File: src/rtl/ps2_mouse_cursor_if.sv
// Decoded PS/2 mouse packet handshake between the packet decoder and the cursor stage.
interface ps2_mouse_cursor_if;
  logic       pkt_valid;
  logic       pkt_ready;
  logic [7:0] x_mag;
  logic [7:0] y_mag;
  logic       x_symbol;
  logic       y_symbol;
  logic       x_overflow;
  logic       y_overflow;
  logic       lbm_in;

  modport master (
    output pkt_valid, x_mag, y_mag, x_symbol, y_symbol, x_overflow, y_overflow, lbm_in,
    input  pkt_ready
  );

  modport slave (
    input  pkt_valid, x_mag, y_mag, x_symbol, y_symbol, x_overflow, y_overflow, lbm_in,
    output pkt_ready
  );
endinterface

File: src/rtl/ps2_mouse_cursor.sv
// Accumulates decoded PS/2 mouse packets into a clamped absolute cursor plus left-click pulses.
// Optional acceleration (|delta| >= 16 doubled per axis) is enabled by defining PS2_CURSOR_ACCEL_EN.
module ps2_mouse_cursor #(
  parameter int H_RES       = 640,
  parameter int V_RES       = 480,
  parameter int POS_W       = 11,
  parameter int SPEED_SHIFT = 0
) (
  input  logic                 clk,
  input  logic                 rst,
  ps2_mouse_cursor_if.slave    pkt,
  output logic [POS_W-1:0]     cursor_x,
  output logic [POS_W-1:0]     cursor_y,
  output logic                 lbm,
  output logic                 click,
  output logic                 pos_valid
);

  typedef enum logic [1:0] {IDLE, CALC_X, CALC_Y, COMMIT} state_t;

  state_t state_q, state_d;

  logic             accept, calc_x_en, calc_y_en, commit_en;
  logic [7:0]       x_mag_q, y_mag_q;
  logic             x_sym_q, y_sym_q, x_ovf_q, y_ovf_q, lbm_in_q;
  logic [POS_W-1:0] cursor_x_q, cursor_y_q, shadow_x_q, shadow_y_q;
  logic [POS_W-1:0] shadow_x_d, shadow_y_d;
  logic             lbm_q, click_q, pos_valid_q;
  logic signed [12:0] dx, dy;
  logic signed [13:0] sum_x, sum_y;

  // Signed 9-bit delta, saturated on overflow, scaled inside a 13-bit intermediate.
  function automatic logic signed [12:0] form_delta(input logic [7:0] mag, input logic sgn,
                                                    input logic ovf);
    logic signed [8:0]  d9;
    logic signed [12:0] d13;
    if (ovf) d9 = sgn ? -9'sd256 : 9'sd255;
    else     d9 = $signed({sgn, mag});
    d13 = {{4{d9[8]}}, d9};
    d13 = d13 <<< SPEED_SHIFT;
`ifdef PS2_CURSOR_ACCEL_EN
    if (d13 >= 13'sd16 || d13 <= -13'sd16) d13 = d13 <<< 1;
`else
`endif
    return d13;
  endfunction

  always_ff @(posedge clk or posedge rst) begin
    if (rst) state_q <= IDLE;
    else     state_q <= state_d;
  end

  always_comb begin
    state_d = state_q;
    case (state_q)
      IDLE:    if (pkt.pkt_valid) state_d = CALC_X;
      CALC_X:  state_d = CALC_Y;
      CALC_Y:  state_d = COMMIT;
      COMMIT:  state_d = IDLE;
      default: state_d = IDLE;
    endcase
  end

  always_comb begin
    pkt.pkt_ready = (state_q == IDLE);
    accept        = (state_q == IDLE) && pkt.pkt_valid;
    calc_x_en     = (state_q == CALC_X);
    calc_y_en     = (state_q == CALC_Y);
    commit_en     = (state_q == COMMIT);
  end

  assign dx = form_delta(x_mag_q, x_sym_q, x_ovf_q);
  assign dy = form_delta(y_mag_q, y_sym_q, y_ovf_q);

  // One extra bit over the delta width so large scaled deltas clamp instead of wrapping.
  assign sum_x = $signed({{(14-POS_W){1'b0}}, cursor_x_q}) + $signed({dx[12], dx});
  assign sum_y = $signed({{(14-POS_W){1'b0}}, cursor_y_q}) - $signed({dy[12], dy});

  always_comb begin
    if (sum_x < 14'sd0)          shadow_x_d = '0;
    else if (sum_x > (H_RES-1))  shadow_x_d = POS_W'(H_RES-1);
    else                         shadow_x_d = POS_W'(sum_x);
    if (sum_y < 14'sd0)          shadow_y_d = '0;
    else if (sum_y > (V_RES-1))  shadow_y_d = POS_W'(V_RES-1);
    else                         shadow_y_d = POS_W'(sum_y);
  end

  always_ff @(posedge clk or posedge rst) begin
    if (rst) begin
      x_mag_q     <= '0;
      y_mag_q     <= '0;
      x_sym_q     <= 1'b0;
      y_sym_q     <= 1'b0;
      x_ovf_q     <= 1'b0;
      y_ovf_q     <= 1'b0;
      lbm_in_q    <= 1'b0;
      shadow_x_q  <= POS_W'(H_RES/2);
      shadow_y_q  <= POS_W'(V_RES/2);
      cursor_x_q  <= POS_W'(H_RES/2);
      cursor_y_q  <= POS_W'(V_RES/2);
      lbm_q       <= 1'b0;
      click_q     <= 1'b0;
      pos_valid_q <= 1'b0;
    end else begin
      if (accept) begin
        x_mag_q  <= pkt.x_mag;
        y_mag_q  <= pkt.y_mag;
        x_sym_q  <= pkt.x_symbol;
        y_sym_q  <= pkt.y_symbol;
        x_ovf_q  <= pkt.x_overflow;
        y_ovf_q  <= pkt.y_overflow;
        lbm_in_q <= pkt.lbm_in;
      end
      if (calc_x_en) shadow_x_q <= shadow_x_d;
      if (calc_y_en) shadow_y_q <= shadow_y_d;
      // Both axes load together so consumers never see a half-updated position.
      if (commit_en) begin
        cursor_x_q <= shadow_x_q;
        cursor_y_q <= shadow_y_q;
        lbm_q      <= lbm_in_q;
      end
      pos_valid_q <= commit_en;
      click_q     <= commit_en && lbm_in_q && !lbm_q;
    end
  end

  assign cursor_x  = cursor_x_q;
  assign cursor_y  = cursor_y_q;
  assign lbm       = lbm_q;
  assign click     = click_q;
  assign pos_valid = pos_valid_q;

endmodule

File: src/flat_wrapper.sv
// flat-port wrapper written by rule: the top's interface ports become plain ports
module ps2_mouse_cursor_flat 
#(
  parameter int H_RES       = 640,
  parameter int V_RES       = 480,
  parameter int POS_W       = 11,
  parameter int SPEED_SHIFT = 0
)
  (clk, rst, cursor_x, cursor_y, lbm, click, pos_valid, pkt_pkt_valid, pkt_x_mag, pkt_y_mag, pkt_x_symbol, pkt_y_symbol, pkt_x_overflow, pkt_y_overflow, pkt_lbm_in, pkt_pkt_ready);
  ps2_mouse_cursor_if pkt_i ();
  input  logic clk;
  input  logic rst;
  output logic [POS_W-1:0] cursor_x;
  output logic [POS_W-1:0] cursor_y;
  output logic lbm;
  output logic click;
  output logic pos_valid;
  input wire logic [$bits(pkt_i.pkt_valid)-1:0] pkt_pkt_valid;
  input wire logic [$bits(pkt_i.x_mag)-1:0] pkt_x_mag;
  input wire logic [$bits(pkt_i.y_mag)-1:0] pkt_y_mag;
  input wire logic [$bits(pkt_i.x_symbol)-1:0] pkt_x_symbol;
  input wire logic [$bits(pkt_i.y_symbol)-1:0] pkt_y_symbol;
  input wire logic [$bits(pkt_i.x_overflow)-1:0] pkt_x_overflow;
  input wire logic [$bits(pkt_i.y_overflow)-1:0] pkt_y_overflow;
  input wire logic [$bits(pkt_i.lbm_in)-1:0] pkt_lbm_in;
  output wire logic [$bits(pkt_i.pkt_ready)-1:0] pkt_pkt_ready;
  assign pkt_i.pkt_valid = pkt_pkt_valid;
  assign pkt_i.x_mag = pkt_x_mag;
  assign pkt_i.y_mag = pkt_y_mag;
  assign pkt_i.x_symbol = pkt_x_symbol;
  assign pkt_i.y_symbol = pkt_y_symbol;
  assign pkt_i.x_overflow = pkt_x_overflow;
  assign pkt_i.y_overflow = pkt_y_overflow;
  assign pkt_i.lbm_in = pkt_lbm_in;
  assign pkt_pkt_ready = pkt_i.pkt_ready;
  ps2_mouse_cursor #(.H_RES(H_RES), .V_RES(V_RES), .POS_W(POS_W), .SPEED_SHIFT(SPEED_SHIFT)) u_core (.clk(clk), .rst(rst), .pkt(pkt_i), .cursor_x(cursor_x), .cursor_y(cursor_y), .lbm(lbm), .click(click), .pos_valid(pos_valid));
endmodule
File: config.mk
export PLATFORM = sky130hd
export DESIGN_NAME = ps2_mouse_cursor_flat
export DESIGN_NICKNAME = d
export VERILOG_FILES = /design/src/rtl/ps2_mouse_cursor_if.sv /design/src/rtl/ps2_mouse_cursor.sv /design/src/flat_wrapper.sv
export SDC_FILE = /design/constraint.sdc
export NUM_CORES = 1
export LEC_CHECK = 0
export BUFFER_PORTS_ARGS = -buffer_cell sky130_fd_sc_hd__buf_4
export CAP_MARGIN = 25
export CORE_ASPECT_RATIO = 1.2
export CORE_MARGIN = 5
export CORE_UTILIZATION = 41
export DETAILED_ROUTE_END_ITERATION = 10
export PLACE_DENSITY = 0.63
export SKIP_LAST_GASP = 1
export SYNTH_ARGS = -nofsm -noshare
export SYNTH_HDL_FRONTEND = slang
export SYNTH_SLANG_ARGS = --single-unit
File: constraint.sdc
create_clock -name clk -period 3.9 [get_ports clk]
set_clock_uncertainty 0.2 [all_clocks]
set_input_delay 0 -clock clk [delete_from_list [all_inputs] [get_ports clk]]
set_output_delay 0 -clock clk [all_outputs]
set_load 0.02 [all_outputs]
=== Word level (Yosys, flattened, before mapping) ===
Index checks and enable logic that the tools add are counted.

* $add $sub $neg: 2
* $lt $le $gt $ge: 4
* Equality and inequality tests: 4
* Mux-type cells: 10
* Reduce and logical (&&, ||, !) cells: 5

{| class="wikitable"
|+ Operators by type and width
! cell !! count
|-
| 2-to-1 mux 11 bit || 4
|-
| 2-to-1 mux 9 bit || 4
|-
| < comparator 13 x 1 -> 1 bit, second input constant || 2
|-
| adder 12 x 9 -> 13 bit || 1
|-
| > comparator 13 x 10 -> 1 bit, second input constant || 1
|-
| > comparator 13 x 11 -> 1 bit, second input constant || 1
|-
| subtractor 12 x 9 -> 13 bit || 1
|-
| one-hot mux 2 bit (4 select lines) || 1
|-
| equality test 2 bit, second input constant || 2
|-
| logical AND 1 bit || 3
|-
| equality test 2 x 1 -> 1 bit, second input constant || 1
|-
| zero test 2 bit || 1
|-
| 2-to-1 mux 2 bit || 1
|-
| != test 2 bit, second input constant || 1
|-
| zero test 1 bit || 1
|}

* Bits in registers: 70
* Output and inout port bits: 26
* Word-level logic and storage cells: 40

=== Depth between registers and ports, before layout ===
Gate-level depths: netlist of run 1.

* Depth in word-level cells: 6
* Depth in mapped cells: 14
* Mapped depth without buffers: 12

=== Worst setup path before layout of run 1 ===
No wires, ideal clock.

* Kind: reg2reg
* Start point: register u_core.x_ovf_q
* End point: register u_core.shadow_x_q[3]
* Arrival time: 3.252 ns
* Required time: 3.574 ns
* Path slack: 0.322 ns
* Stages on the path, launching flop included: 13
* Cells stage by stage: dfrtp_1 clkbuf_1 nand2_1 o21a_1 ha_1 fa_1 a211o_1 a211o_1 a2111oi_4 nor3_2 and3_1 a22o_1 a221o_1

* Word-level cells in the longest chain between the ends: 5
* Elaborated cells between the ends (all ways): 6
* Classes of those cells: add/sub (1); order compare (2); mux (3)

{| class="wikitable"
|+ RTL lines
! item !! RTL line !! RTL
|-
| start, declared || ps2_mouse_cursor.sv:25 || <nowiki>logic x_sym_q, y_sym_q, x_ovf_q, y_ovf_q, lbm_in_q;</nowiki>
|-
| start signal, assigned || ps2_mouse_cursor.sv:110 || <nowiki>x_ovf_q <= pkt.x_overflow;</nowiki>
|-
| 2-to-1 mux 9 bit (*) || ps2_mouse_cursor.sv:37 || <nowiki>if (ovf) d9 = sgn ? -9'sd256 : 9'sd255;</nowiki>
|-
| adder 12 x 9 -> 13 bit (*) || ps2_mouse_cursor.sv:76 || <nowiki>assign sum_x = $signed({{(14-POS_W){1'b0}}, cursor_x_q}) + $signed({dx[12], dx});</nowiki>
|-
| > comparator 13 x 11 -> 1 bit || ps2_mouse_cursor.sv:81 || <nowiki>else if (sum_x > (H_RES-1)) shadow_x_d = POS_W'(H_RES-1);</nowiki>
|-
| 2-to-1 mux 11 bit || ps2_mouse_cursor.sv:81 ||
|-
| 2-to-1 mux 11 bit (*) || ps2_mouse_cursor.sv:80 || <nowiki>if (sum_x < 14'sd0) shadow_x_d = '0;</nowiki>
|-
| end signal, assigned || ps2_mouse_cursor.sv:97 || <nowiki>shadow_x_q <= POS_W'(H_RES/2);</nowiki>
|-
| end signal, assigned || ps2_mouse_cursor.sv:114 || <nowiki>if (calc_x_en) shadow_x_q <= shadow_x_d;</nowiki>
|-
| end, declared || ps2_mouse_cursor.sv:26 || <nowiki>logic [POS_W-1:0] cursor_x_q, cursor_y_q, shadow_x_q, shadow_y_q;</nowiki>
|}

Every way passes the cells marked *; elsewhere a longest branch is shown, timed or not.
A chain may end at the register's enable or synchronous reset.

=== Worst setup path in the final report of run 1 ===
* Start point: register u_core.x_ovf_q
* End point: register u_core.shadow_x_q[4]

The elaborated chain is that of the path after synthesis.

==> metrics.md, run 1 <==
| Metric | Value |
|---|---|
| Outcome | finished clean |
| Iteration-0 DRC Markers | ~130 |
| Fraction of layout cells with a size suffix above 1 | around 28% |
| Syn avg cell area | around 11 µm² |
| Clock buffer depth | 2 |
| Synth area leader | dfrtp_1 |
| WL final | a little over 10000 µm |
| RSZ-0062 raised after global routing | no |
| Net count after synthesis | between 400 and 500 |
| Setup_tns | 0 ps |
| Crit end category | register |
| Diode count | 0 |
| H-tree lvl count | 3 |
| Fillcell total | between 800 and 900 |
| Synth cell types | 58 |
| Main synth FF type | dfrtp_1 |
| Grt ovf | 0 |
| Final setup viols | 0 |
| Mapped Cells | slightly below 400 |
| CP Launch Type | register |
| Initial core utilization | between 40% and 50% |
| Post-Syn Area | 4240 µm² |
| DRC errors left | 0 |
| Vias | about 3300 |
| Drt wl/cell | between 15 and 20 µm |
| Max-cap check violation count | 0 |
| Post-DP HPWL | approximately 7500 µm |
| CTS tree | done |
| Clk Latency, worst-skew pair | between 300 and 400 ps |
| Number of global-route vias before repair | 3371 |
| Max Fclk | 274 MHz |
| Final Hold Vio Count | 0 |
| Worst-path clk slew | around 60 ps |
| Seq/Total Area, Yosys | a little over two fifths |
| Root Driver | clkbuf_16 |
| Final GP Congestion | about 0.88 |
| EDFF count, synth | 0 |
| Slew Limit Fails | 0 |
| Crit Path Max Fanout | 10 |
| Max transition margin | ~35% |
| Antenna violations before repair | 0 |
| Min setup slack post-route | between 200 and 250 ps |
| First-pass GRT wire length | 16500 µm |
| Die X | 103 µm |
| I/O Buffers | 49 |
| Synth cell count leaders | dfrtp_1, mux2_2, ha_1 |
| Area share of the largest cell type after synthesis | between 30% and 40% |
| Number of synthesized register bits | 70 |
| GRT Total Usage | between 15 and 20% |
| Nets | between 500 and 600 |
| Cell Rows | 40 |
| Worst Path Required | between 3000 and 4000 ps |
| Warning count from the yosys run | 0 |
| Placeable core area | around 10000 µm² |
| Drt via density | 5.53 |
| Largest net degree at the start of global routing | 44 |
| Most common cell in the netlist | dfrtp_1 |
| I/O pins | 50 |
| Post-placement setup slack | ~120 ps |
| Kind of critical path | register to register |
| Final hold slack | around 220 ps |
| First-pass DRT Iterations | 4 |
| Fin crit period | between 3000 and 4000 ps |
| Fin crit share | between 90% and 100% |
| Clock sinks | 70 |
| Post-DRT Antenna Nets | 0 |
| Least-Margin Pin Slew | approximately 970 ps |
| Post-synthesis async set-or-reset flop share | 100% |
| CTS buffer count | 9 |
| Min-Delay Path Class | primary input to register |
| DIE AREA | approximately 12000 µm² |
| Final design utilization | between 50% and 60% |
| Area Overhead vs Synth | 25.3% |
| Data arrival, critical path | 3670 ps |
| Top area cells in the synthesized netlist | dfrtp_1, mux2_2, ha_1, dfstp_2, o21ai_0 |
| Die H | between 100 and 150 µm |
==> critical path, cell delays in order, from the launching register on <==
cell and delay (ps):
dfrtp_2 450, nand2_1 190, o21a_1 160, ha_1 220
fa_1 430, a211o_1 350, a211o_1 350, a2111oi_4 340
nor3_2 110, and3_1 190, a22o_1 270, a221o_1 290
==> repair_timing <==
action                     4_1_cts  5_1_grt
setup endpoints to repair        0        8
setup buffers                    0        0
hold endpoints to repair        56        4
resized for setup                0        2
hold buffers                    23        1
==> placed cells by master, fill, tap and decap left out, types with 15 or more instances in the layout <==
cell            n
ha_1           29
a21oi_1        15
nand2_1        18
buf_4          55
o21ai_0        21
mux2_2         40
nor2_1         16
dlygate4sd3_1  24
inv_1          19
dfrtp_1        57
==> stage by stage <==
| stage | area (µm²) | instances |
|---|---|---|
| 2_1_floorplan | 4240 | 392 |
| 3_3_place_gp | 4750 | 560 |
| 3_5_place_dp | 4750 | 560 |
| 4_1_cts | 5280 | 599 |
| 5_1_grt | 5310 | 601 |
| 6_report | 5310 | 601 |
==> sequential cells by signal (all words and copies together) (netlist names), 2 cells and up <==
name and cells:
u_core.y_mag_q 8, u_core.shadow_x_q 11, u_core.shadow_y_q 11, u_core.state_q 2, u_core.cursor_y 11, u_core.cursor_x 11
u_core.x_mag_q 8
==> cell type report <==
type | instances | area (µm²) | share of cell area (%)
Multi-Input combinational cell | 288 | 2340 | 44.1
Sequential cell | 70 | 1770 | 33.3
Timing Repair Buffer | 80 | 673 | 12.7
Clock buffer | 11 | 243 | 4.57
Tap cell | 126 | 158 | 2.97
Inverter | 21 | 78.8 | 1.48
Clock inverter | 5 | 50.0 | 0.942
==> kinds of logic after synthesis <==
family	count (synthesis)	synth area share, %
AO/OA/AOI/OAI	121	21.6
AND/OR/NAND/NOR	79	9.86
flip-flops	70	41.7
multiplexers	43	11.3
buffers and inverters	34	3.19
adder cells (fa/ha/maj)	31	9.50
XOR/XNOR	14	2.89
==> per-layer routing <==
layer | track usage [%] | share of wire, %
met4 | 5.34 | 1.4
met5 | 0 | 0
met1 | 20.3 | 42
met2 | 30.8 | 53
met3 | 3.34 | 3.9
==> path summary, 6_finish.rpt <==
kind	from	to	slack, ps	depth (start not counted)
min reg2reg	u_core.lbm	u_core.click	260	1
max in group asynchronous	rst	u_core.shadow_x_q[6]	2120	6
min in group asynchronous	rst	u_core.pos_valid	470	4
max reg2reg	u_core.x_ovf_q	u_core.shadow_x_q[4]	250	11
min	pkt_pkt_valid	u_core.state_q[1]	220	3
max	u_core.x_ovf_q	u_core.shadow_x_q[4]	250	11
Power of run 1 is not shown: default switching activity piles up to over one toggle a cycle in this logic, so the estimate is an artifact.
==> run 2: changes to the inputs <==
--- a/config.mk
+++ b/config.mk
@@ -5,7 +5,7 @@
 export SDC_FILE = /design/constraint.sdc
 export NUM_CORES = 1
 export LEC_CHECK = 0
-export BUFFER_PORTS_ARGS = -buffer_cell sky130_fd_sc_hd__buf_4
+export BUFFER_PORTS_ARGS = -buffer_cell sky130_fd_sc_hd__buf_2
 export CAP_MARGIN = 25
 export CORE_ASPECT_RATIO = 1.2
 export CORE_MARGIN = 5
==> run 2 against run 1 <==
  * Final cell count shrank 0.33%
  * Via count is 0.36% lower
  * Core utilization shrank 0.82 points
  * Worst hold slack worse by 170 ps
  * Wire length up 1.7%
  * Global-route usage rose by 0.69 points
  * Setup slack better by 25 ps
  * First-iteration DRC count down 21%
  * Sequential cell count is the same
  * Critical path type unchanged
  * Highest routed layer unchanged
==> metrics.md, run 2 (synthesis gave the netlist of run 1 again) <==
| Metric | Value |
|---|---|
| Crit Path Max Fanout | 10 (unchanged) |
| Final GP Congestion | 0.901 (+2.0%) |
| Diode count | 0 (unchanged) |
| Fin crit period | 3630 ps (-24.6 ps) |
| Final design utilization | 52.0% (-0.82 points) |
| Nets | 523 (-0.38%) |
| Initial core utilization | 42.2% (unchanged) |
| Number of global-route vias before repair | 3492 (+3.6%) |
| Clock sinks | 70 (unchanged) |
| Fillcell total | 909 (+2.5%) |
| Least-Margin Pin Slew | 1020 ps (+49.6 ps) |
| RSZ-0062 raised after global routing | no |
| Area Overhead vs Synth | 23.3% |
| Die H | 121 µm (unchanged) |
| RR Startpoint | u_core.x_ovf_q |
| First-pass GRT wire length | 17300 µm (+4.8%) |
| Post-DRT Antenna Nets | 0 (unchanged) |
| Worst setup startpoint | u_core.x_ovf_q |
| Cell Rows | 40 (unchanged) |
| CTS tree | done |
| Grt ovf | 0 (unchanged) |
| Max transition margin | 32.1% (-3.3 points) |
| Most common cell after layout, fill and taps aside | dfrtp_1 |
| Slew Limit Fails | 0 (unchanged) |
| Placeable core area | 10100 µm² (unchanged) |
| Fraction of layout cells with a size suffix above 1 | 27.9% (-0.30 points) |
| WL final | 10400 µm (+1.7%) |
| I/O Buffers | 49 (unchanged) |
| Die X | 103 µm (unchanged) |
| Vias | 3310 (-0.36%) |
| DRC errors left | 0 (unchanged) |
| Most frequent cells in the layout | dfrtp_1, buf_2, mux2_2 |
| Post CTS Setup Buffer Count | 0 (unchanged) |
| DIE AREA | 12500 µm² (unchanged) |
| Crit end category | register |
| Outcome | finished clean |
| Kind of critical path | register to register |
| Clk Latency, worst-skew pair | 330 ps (about the same) |
| H-tree lvl count | 3 (unchanged) |
| Max Fclk | 276 MHz (+0.68%) |
| Final hold slack | 46.2 ps (-174 ps) |
| GRT Total Usage | 17.8% (+0.69 points) |
| Clock buffer depth | 2 (unchanged) |
| Data arrival, critical path | 3640 ps (-30 ps) |
| Drt via density | 5.53 (about the same) |
| Fin crit share | 93.1% (-0.63 points) |
| Multi-input gate area | 2340 µm² (unchanged) |
| Final Hold Vio Count | 0 (unchanged) |
| Iteration-0 DRC Markers | 102 (-21%) |
| Max-cap check violation count | 0 (unchanged) |
| Root Driver | clkbuf_16 |
| Worst Path Required | 3910 ps (about the same) |
| Antenna violations before repair | 0 (unchanged) |
| CP Launch Type | register |
| I/O pins | 50 (unchanged) |
| First-pass DRT Iterations | 6 (+2) |
| Final setup viols | 0 (unchanged) |
| Dpl cells | 559 (-0.18%) |
| Post-Layout Cell Count | 599 (-0.33%) |
| Drt wl/cell | 17.3 µm (+2.0%) |
| Min-Delay Path Class | primary input to asynchronous set/reset pin |
| Seq. cell area | 1770 µm² (unchanged) |
| CTS buffer count | 9 (unchanged) |
| Post-DP HPWL | 7450 µm (-0.37%) |
| Largest net degree at the start of global routing | 50 (+14%) |
| Worst-path clk slew | 60 ps (about the same) |
| Setup_tns | 0 ps (unchanged) |
## run 2: metrics by stage
step,area [µm²],setup slack [ps]
final,5230,271
after global routing,5230,37.2
after CTS,5200,193
after detailed placement,4620,201
after global placement,4620,300
after floorplan,4240,322
## run 2: timing repair
item / CTS / global route
setup endpoints to repair: 0 / 8
gates resized for setup: 0 / 2
hold buffers: 23 / 0
endpoints found under the hold margin: 61 / 0
## run 2: per-layer routing
metal | vias to the layer above | global-route usage [%] | share of wire (%)
li1 | 1620 | - | -
met1 | 1618 | 21.5 | 43
met2 | 57 | 31.3 | 52
met3 | 15 | 3.39 | 3.4
met4 | 0 | 6.15 | 1.8
met5 | - | 0 | 0
## run 2: worst max-delay path: stages (launching register included)
cell and delay [ps]:
dfrtp_2 440, nand2_1 190, o21a_1 150, ha_1 220, fa_1 430, a211o_1 350, a211o_1 350, a2111oi_4 340
nor3_2 110, and3_1 190, a22o_1 260, a221o_1 290
## run 2: worst paths after layout
kind / depth (start not counted) / end / slack (ps)
max: 11 / u_core.shadow_x_q[2] / 270
min: 3 / u_core.lbm / 50
max reg2reg: 11 / u_core.shadow_x_q[2] / 270
min reg2reg: 1 / u_core.click / 260
max in group asynchronous: 5 / u_core.shadow_x_q[6] / 2520
min in group clk: 3 / u_core.state_q[1] / 230
## run 2: final cells by class
cell class | instances | share of cell area, %
Timing Repair Buffer | 78 | 10.2
Clock buffer | 13 | 4.98
Tap cell | 126 | 3.02
Sequential cell | 70 | 33.8
Clock inverter | 3 | 1.72
Multi-Input combinational cell | 288 | 44.8
Inverter | 21 | 1.51
Power of run 2 is left out for the same reason.
==> run 3: changes to the inputs <==
--- a/config.mk
+++ b/config.mk
@@ -12,6 +12,7 @@
 export CORE_UTILIZATION = 41
 export DETAILED_ROUTE_END_ITERATION = 10
 export PLACE_DENSITY = 0.63
+export REMOVE_ABC_BUFFERS = 1
 export SKIP_LAST_GASP = 1
 export SYNTH_ARGS = -nofsm -noshare
 export SYNTH_HDL_FRONTEND = slang
==> run 3 against run 2 <==
  * Global-route usage shrank 0.41 points
  * Register-to-register slack lost 50 ps
  * Final cell count grew 0.17%
  * First-iteration DRC count grew 74%
  * Worst hold slack gained 180 ps
  * Critical path depth is the same
  * Sequential cell count is the same
  * Sequential share of layout area is essentially flat
  * Design area shrank 0.14%
==> metrics.md, run 3 (synthesis gave the netlist of run 1 again) <==
| Metric | Value |
|---|---|
| Outcome | finished clean |
| GRT Total Usage | 17.4% (-0.41 points) |
| H-tree lvl count | 3 (unchanged) |
| Most frequent cells in the layout | dfrtp_1, buf_2, mux2_2 |
| Worst r2r dst | u_core.shadow_x_q[1] |
| Worst-path clk slew | 60 ps (about the same) |
| Most common cell after layout, fill and taps aside | dfrtp_1 |
| Area Overhead vs Synth | 23.1% |
| Grt ovf | 0 (unchanged) |
| I/O Buffers | 49 (unchanged) |
| CTS tree | done |
| RSZ-0062 raised after global routing | no |
| RR Startpoint | u_core.x_ovf_q |
| Placeable core area | 10100 µm² (unchanged) |
| I/O pins | 50 (unchanged) |
| Antenna violations before repair | 0 (unchanged) |
| Fillcell total | 896 (-1.4%) |
| Data arrival, critical path | 3700 ps (+60 ps) |
| Fin crit share | 94.4% (+1.3 points) |
| Kind of critical path | register to register |
| Slew Limit Fails | 0 (unchanged) |
| Least-Margin Pin Slew | 990 ps (-26.2 ps) |
| Drt via density | 5.59 (+1.2%) |
| Fin crit period | 3680 ps (+51.4 ps) |
| CTS buffer count | 9 (unchanged) |
| CP Launch Type | register |
| Die X | 103 µm (unchanged) |
| WL final | 10200 µm (-1.6%) |
| Nets | 524 (+0.19%) |
| First-pass GRT wire length | 17000 µm (-2.1%) |
| Largest net degree at the start of global routing | 46 (-8.0%) |
| Max transition margin | 33.9% (+1.8 points) |
| Clk Latency, worst-skew pair | 330 ps (about the same) |
| Cell Rows | 40 (unchanged) |
| Die H | 121 µm (unchanged) |
| Reg2Reg Setup Slack | 220 ps (-50 ps) |
| Max Fclk | 272 MHz (-1.4%) |
| Final design utilization | 51.9% (-0.075 points) |
| Diode count | 0 (unchanged) |
| Iteration-0 DRC Markers | 177 (+74%) |
| Setup_tns | 0 ps (unchanged) |
| Vias | 3355 (+1.4%) |
| Number of global-route vias before repair | 3490 (-0.057%) |
| Clock sinks | 70 (unchanged) |
| Root Driver | clkbuf_16 |
| Crit Path Max Fanout | 10 (unchanged) |
| Final setup viols | 0 (unchanged) |
| Crit end category | register |
| Critical Path End | u_core.shadow_x_q[1] |
| Worst Path Required | 3920 ps (about the same) |
| First-pass DRT Iterations | 4 (-2) |
| Worst setup startpoint | u_core.x_ovf_q |
| Clock buffer depth | 2 (unchanged) |
| Post-DP HPWL | 7470 µm (+0.31%) |
| Fraction of layout cells with a size suffix above 1 | 28.3% (+0.36 points) |
| Min-Delay Path Class | primary input to register |
| Final Hold Vio Count | 0 (unchanged) |
| Post-DRT Antenna Nets | 0 (unchanged) |
| DIE AREA | 12500 µm² (unchanged) |
| DRC errors left | 0 (unchanged) |
| Max-cap check violation count | 0 (unchanged) |
| Initial core utilization | 42.2% (unchanged) |
| FF-to-FF path depth | 11 (unchanged) |
| Drt wl/cell | 17.0 µm (-1.8%) |
| Final GP Congestion | 0.894 (-0.79%) |
## run 3: changes by cell type in the layout (fill, tap and decap cells not counted), sizes merged
cell / before / now
clkbuf: 13 / 10
clkinvlp: 0 / 1
clkinv: 1 / 3
inv: 20 / 21
bufinv: 3 / 2
dlygate4sd3: 23 / 24
## run 3: what timing repair did
| action | 4_1_cts | 5_1_grt |
|---|---|---|
| hold buffers | 23 | 1 |
| hold endpoints to repair | 62 | 8 |
| gates resized for setup | 0 | 2 |
| buffers inserted | 0 | 0 |
| setup endpoints to repair | 0 | 8 |
## run 3: critical path, stage by stage, from the launching register on
cell,delay [ps]
dfrtp_2,440
nand2_1,200
o21a_1,160
ha_1,220
fa_1,430
a211o_1,350
a211o_1,350
a2111oi_4,330
nor3_2,110
and3_1,200
a22o_1,270
a221o_1,290
## run 3: worst min path at each step
stage                  startpoint                 to  slack [ps]  depth (start not counted)
floorplan           pkt_pkt_valid  u_core.state_q[1]        -110                          1
global placement    pkt_pkt_valid  u_core.state_q[1]          20                          2
detailed placement  pkt_pkt_valid  u_core.state_q[1]          30                          2
CTS                 pkt_pkt_valid  u_core.state_q[1]         210                          3
global route         pkt_y_mag[5]  u_core.y_mag_q[5]         240                          3
finish               pkt_y_mag[7]  u_core.y_mag_q[7]         230                          3
## run 3: layer usage
layer / vias to the layer above / wire length, µm / global-route usage [%]
met4: 0 / 202 / 5.67
met2: 77 / 5290 / 30.6
met3: 16 / 455 / 3.74
li1: 1625 / - / -
met5: - / 0 / 0
met1: 1637 / 4270 / 20.9
## run 3: final cells by class
cell class | count | area, µm² | area share [%]
repair buffers | 79 | 543 | 10.4
clock buffers | 10 | 239 | 4.58
flip-flops and latches | 70 | 1770 | 33.9
inverters | 21 | 78.8 | 1.51
clock inverters | 6 | 93.8 | 1.80
multi-input cells | 288 | 2340 | 44.8
well taps | 126 | 158 | 3.02
## run 3: through the flow
| stage | instance area (µm²) | setup slack [ps] | cells | hold WS [ps] |
|---|---|---|---|---|
| 4_1_cts | 5190 | 126 | 598 | 211 |
| 5_1_grt | 5220 | 80.9 | 600 | 236 |
| 3_3_place_gp | 4620 | 294 | 559 | 22.2 |
| 6_report | 5220 | 219 | 600 | 228 |
| 2_1_floorplan | 4180 | 412 | 379 | -114 |
| 3_5_place_dp | 4620 | 149 | 559 | 34.7 |
Power of run 3 is left out for the same reason.
